--- src/rtl/mc_pkg.sv ---
// Shared definitions for the multi-cycle control unit: control state
// encoding, default datapath width, reset PC and instruction size.
package mc_pkg;

    localparam int unsigned XLEN       = 32;
    localparam logic [31:0] RESET_PC   = 32'h1c00_0000;
    localparam int unsigned INST_BYTES = 4;

    // IF_REQ must stay at encoding 0 so a cleared state register means "fetch"
    typedef enum logic [2:0] {
        IF_REQ   = 3'd0,
        IF_WAIT  = 3'd1,
        ID       = 3'd2,
        EXE      = 3'd3,
        MEM_REQ  = 3'd4,
        MEM_WAIT = 3'd5,
        WB       = 3'd6
    } state_e;

endpackage

--- src/rtl/mc_ctrl.sv ---
// Multi-cycle control unit with req/addr_ok/data_ok handshakes on the
// instruction and data SRAM ports. Owns PC, IR, next-PC, result register
// and the retire counter; decode/regfile/ALU live outside and feed back
// classification bits derived from ir.
module mc_ctrl #(
    parameter int unsigned       XLEN     = mc_pkg::XLEN,
    parameter logic [XLEN-1:0]   RESET_PC = XLEN'(mc_pkg::RESET_PC),
    parameter int unsigned       CNT_W    = 32
) (
    input  logic              clk,
    input  logic              reset,
    // instruction SRAM
    output logic              inst_req,
    output logic [XLEN-1:0]   inst_addr,
    input  logic              inst_addr_ok,
    input  logic              inst_data_ok,
    input  logic [31:0]       inst_rdata,
    // decoder interface
    output logic [31:0]       ir,
    input  logic              dec_no_exe,
    input  logic              dec_is_load,
    input  logic              dec_is_store,
    input  logic              dec_gr_we,
    input  logic              br_taken,
    input  logic [XLEN-1:0]   br_target,
    input  logic [XLEN-1:0]   alu_result,
    input  logic [XLEN-1:0]   store_data,
    // data SRAM
    output logic              data_req,
    output logic              data_wr,
    output logic [XLEN-1:0]   data_addr,
    output logic [XLEN-1:0]   data_wdata,
    input  logic              data_addr_ok,
    input  logic              data_data_ok,
    input  logic [XLEN-1:0]   data_rdata,
    // regfile write port
    output logic              rf_we,
    output logic [XLEN-1:0]   rf_wdata,
    // status
    output logic [XLEN-1:0]   pc,
    output logic              retire,
    output logic [CNT_W-1:0]  retire_cnt
);

    import mc_pkg::*;

    state_e              state_q, state_d;
    logic [XLEN-1:0]     pc_q, pc_d;
    logic [XLEN-1:0]     npc_q, npc_d;
    logic [31:0]         ir_q, ir_d;
    logic [XLEN-1:0]     res_q, res_d;
    logic [XLEN-1:0]     wdata_q, wdata_d;
    logic [CNT_W-1:0]    retire_cnt_q, retire_cnt_d;

    logic [XLEN-1:0]     seq_pc;
    logic                store_done;

    // Sequential PC wraps naturally at 2^XLEN
    assign seq_pc     = pc_q + XLEN'(INST_BYTES);
    assign store_done = (state_q == MEM_WAIT) && data_data_ok && dec_is_store;

    // Port outputs decode the registered state; reset forces strobes low
    // because the state already reads IF_REQ while reset is still held.
    assign inst_req   = !reset && (state_q == IF_REQ);
    assign inst_addr  = pc_q;
    assign data_req   = !reset && (state_q == MEM_REQ);
    assign data_wr    = data_req && dec_is_store;
    assign data_addr  = res_q;
    assign data_wdata = wdata_q;
    assign rf_we      = !reset && (state_q == WB) && dec_gr_we;
    assign rf_wdata   = res_q;
    assign retire     = !reset && (((state_q == ID) && dec_no_exe) ||
                                   (state_q == WB) || store_done);
    assign ir         = ir_q;
    assign pc         = pc_q;
    assign retire_cnt = retire_cnt_q;

    // Next-state and datapath register updates; data_ok is only honoured
    // in its own WAIT state so stale responses fall through harmlessly.
    always_comb begin
        state_d      = state_q;
        pc_d         = pc_q;
        npc_d        = npc_q;
        ir_d         = ir_q;
        res_d        = res_q;
        wdata_d      = wdata_q;
        retire_cnt_d = retire_cnt_q + {{(CNT_W-1){1'b0}}, retire};
        case (state_q)
            IF_REQ: begin
                if (inst_addr_ok) state_d = IF_WAIT;
            end
            IF_WAIT: begin
                if (inst_data_ok) begin
                    ir_d    = inst_rdata;
                    state_d = ID;
                end
            end
            ID: begin
                npc_d = br_taken ? br_target : seq_pc;
                if (dec_no_exe) begin
                    pc_d    = npc_d;
                    state_d = IF_REQ;
                end else begin
                    state_d = EXE;
                end
            end
            EXE: begin
                res_d   = alu_result;
                wdata_d = store_data;
                state_d = (dec_is_load || dec_is_store) ? MEM_REQ : WB;
            end
            MEM_REQ: begin
                if (data_addr_ok) state_d = MEM_WAIT;
            end
            MEM_WAIT: begin
                if (data_data_ok) begin
                    if (dec_is_store) begin
                        pc_d    = npc_q;
                        state_d = IF_REQ;
                    end else begin
                        res_d   = data_rdata;
                        state_d = WB;
                    end
                end
            end
            WB: begin
                pc_d    = npc_q;
                state_d = IF_REQ;
            end
            default: state_d = IF_REQ;
        endcase
    end

    // State and datapath registers with synchronous reset
    always_ff @(posedge clk) begin
        if (reset) begin
            state_q      <= IF_REQ;
            pc_q         <= RESET_PC;
            npc_q        <= '0;
            ir_q         <= '0;
            res_q        <= '0;
            wdata_q      <= '0;
            retire_cnt_q <= '0;
        end else begin
            state_q      <= state_d;
            pc_q         <= pc_d;
            npc_q        <= npc_d;
            ir_q         <= ir_d;
            res_q        <= res_d;
            wdata_q      <= wdata_d;
            retire_cnt_q <= retire_cnt_d;
        end
    end

endmodule
--- config.mk ---
export PLATFORM = sky130hd
export DESIGN_NAME = mc_ctrl
export DESIGN_NICKNAME = d
export VERILOG_FILES = /design/src/rtl/mc_pkg.sv /design/src/rtl/mc_ctrl.sv
export SDC_FILE = /design/constraint.sdc
export NUM_CORES = 1
export LEC_CHECK = 0
export ABC_AREA = 1
export CORE_AREA = 4 4 163 165
export CTS_CLUSTER_SIZE = 12
export DETAILED_ROUTE_END_ITERATION = 8
export DIE_AREA = 0 0 167 169
export HOLD_SLACK_MARGIN = 0.15
export PLACE_DENSITY = 0.73
export RECOVER_POWER = 100
export SETUP_SLACK_MARGIN = 0.05
export SYNTH_ARGS = -nofsm -noshare
export SYNTH_HDL_FRONTEND = slang
export SYNTH_SLANG_ARGS = --single-unit
--- constraint.sdc ---
create_clock -name clk -period 2.66 [get_ports clk]
set_input_delay 0.665 -clock clk [delete_from_list [all_inputs] [get_ports clk]]
set_output_delay 0.665 -clock clk [all_outputs]
set_load 0.01 [all_outputs]
==> metrics.cfg <==
[outcome]
outcome=completed

[detailed_routing]
drtAntennaViolNets=0
first_iter_violations=830
vias=10700
routed_wl_mm=35.9
drt_pre_antenna_iters=5
via_per_inst=5.17
wl_per_cell_um=17.3
drc_errors=0

[power_and_ir_drop]
p_per_area_nw_per_um2=536
p_leak_uw=0.00613
irDropWorstVdd_mv=0.524

[timing]
fmax_mhz=390
setup_viol_count_final=0
tightest_slew_ps=909
fin_tns_setup_ps=0
hold_viol=0
slew_headroom_pct=39.4
period_needed_ps=2560
maxSlewViolCount=0
rsz0062_at_grt=true
hold_slack_ps=475
worst_clock_skew_ps=13.5
min_period_over_period_pct=96.3

[worst_setup_path]
slowest_delay_ps=490
cpMostUsedCell=o21ai_1
endpoint_kind=output pin
worst-setup-path-type=in -> out
critical_path_arrival_ps=1900
worst_setup_path_start_kind=input port
slowest_stage=clkdlybuf4s50_1
crit_fanout=2
cp_top_family=buffers and inverters
path_cells=clkdlybuf4s50_1 -> o21ai_1 -> o21ai_1 -> nand2_2 -> nor2_4 -> dlygate4sd2_1
crit_buf_inv=2
crit_required_ps=2000

[cells_and_area]
finish.utilization_pct=57.0
layout.filler_cells=2396
drive_gt1_share_pct=6.20
area_growth_pct=47.3
num-nets-final=1904

[yosys]
synth_edf_count=0
synthTopCellsByArea=dfxtp_1, nand2_1, nor2_1, o21ai_0, buf_4
synthFlopType=dfxtp_1
netlist.area_leader.share_pct=40.3
synth_warnings=0
syn_area_um2=9690
ys_async_sr_fraction_pct=0
synth_cell_types=38
synth_fp_nets=1584
seq_area_frac_synth_pct=40.3
syn_inst=1410
synth.avg_cell_area_um2=6.87
ys_ff_latch=195
yosys.area.top_type=dfxtp_1

[cts]
clk_pin_slew_worst_paths_ps=60
h-tree-depth=4
numCtsBuffers=17
hold_buffers=0
clockRootBuffer=clkbuf_16
clockBufferDepth=2
clk_latency_ps=430
cts_setup_buffers=0
cts_tree=yes
cts_sinks=195

[global_routing]
gr-usage-all-layers_pct=24.3
grt_overflow=0
grt_pass1_wl_mm=55.6
first_global_vias=10300
antenna_found_initial=5
grt_max_degree=97

[die]
core_um2=25000
die_w_um=167
die-area_um2=28200
initial_core_util_pct=38.7
rows=58
pin_count=400
die-height_um=169

[job]
cap_violations=0

[place]
dpl.hpwl_mm=26.5
numPortBuffers=399
gp_congestion=0.913

[min_path]
hold_path_class=reg -> reg

==> cell type report <==
cell class	count	area, um^2	area share, %
antenna	3	7.51	0.0526
clock buffer	17	425	2.98
clock inverter	15	189	1.32
inverter	91	350	2.45
multi-input combinational	982	4670	32.7
sequential	195	3910	27.4
tap	330	413	2.89
timing repair buffer	443	4320	30.2
==> synth_stat cells (7+ instances only) <==
| master | number |
|---|---|
| buf_2 | 18 |
| nand2_1 | 249 |
| o21ai_0 | 171 |
| nand4_1 | 40 |
| inv_1 | 82 |
| nand3b_1 | 8 |
| nor3_1 | 16 |
| dfxtp_1 | 195 |
| o21bai_1 | 18 |
| a21oi_1 | 94 |
| nand3_1 | 43 |
| o211ai_1 | 7 |
| o21ai_1 | 12 |
| nor2_1 | 240 |
| inv_2 | 7 |
| buf_4 | 68 |
| or2_2 | 11 |
| clkbuf_1 | 53 |
| a31oi_1 | 35 |
==> tightest hold or removal path: stages, from the launching register on <==
cell and delay (ps):
dfxtp_1 320, nor2_1 40, nor2_1 80
==> cells by family (layout without fill, tap and decap cells) <==
family                     after synthesis  in the layout  share of synthesized area (%)
and+or+nand+nor                        625            625                           27.3
AOI/OAI and AO/OA                      343            343                           19.0
buffers and inverters                  233            566                           12.0
DFF                                    195            195                           40.3
xor gates and xnor gates                 8              8                          0.723
adders and majority gates                3              3                          0.387
muxes                                    3              3                          0.310
other                                    0              3                              0
==> report_power, final <==
part           switching (uW)  internal, uW
combinational             815           786
sequential                176          3140
clock                    1300          1440
total                    2290          5370
==> per-layer routing <==
| metal | global-route usage [%] | up-vias | wire (um) |
|---|---|---|---|
| met2 | 43.5 | 459 | 18000 |
| met4 | 8.93 | 4 | 1080 |
| met3 | 7.19 | 69 | 3120 |
| met5 | 0 | - | 28 |
| li1 | - | 5257 | - |
| met1 | 27.5 | 4936 | 13600 |
==> flip-flops by register name (all words and copies together) (netlist names) <==
register,cells
data_addr,32
retire_cnt,32
inst_addr,32
state_q,3
npc_q,32
data_wdata,32
ir,32
==> per-stage QoR <==
stage	std cells	instance area (um^2)	power [uW]	worst slack, ps
after detailed placement	2041	13700	5070	-539
final	2076	14300	7660	97.5
after CTS	2073	14300	7810	29.4
after global routing	2076	14300	8000	16.2
after global placement	2041	13700	5040	-497
after floorplan	1410	9750	4190	30.9
==> repair_timing <==
item	CTS	global route
pin swaps	0	2
gates resized for setup	15	10
setup endpoints to repair	9	15
==> placed cells by master, fill, tap and decap left out, drive strengths merged, types with 30 or more instances in the layout <==
cell type,instances
clkbuf,30
a31oi,35
nor2,244
buf,32
nand4,40
o21ai,183
inv,97
clkdlybuf4s50,169
nand3,44
dlygate4sd3,224
dfxtp,195
a21oi,94
nand2,250
==> worst paths after layout <==
check | startpoint | endpoint | slack (ps) | cells past startpoint
min reg2reg | ir[0]$_SDFFE_PP0P_ | ir[0]$_SDFFE_PP0P_ | 470 | 2
max | dec_no_exe | retire | 100 | 6
min | ir[0]$_SDFFE_PP0P_ | ir[0]$_SDFFE_PP0P_ | 470 | 2
max reg2reg | state_q[1]$_SDFFE_PP0P_ | inst_addr[25]$_SDFFE_PP0P_ | 240 | 9
No activity file was read; power rests on OpenSTA's default activity.
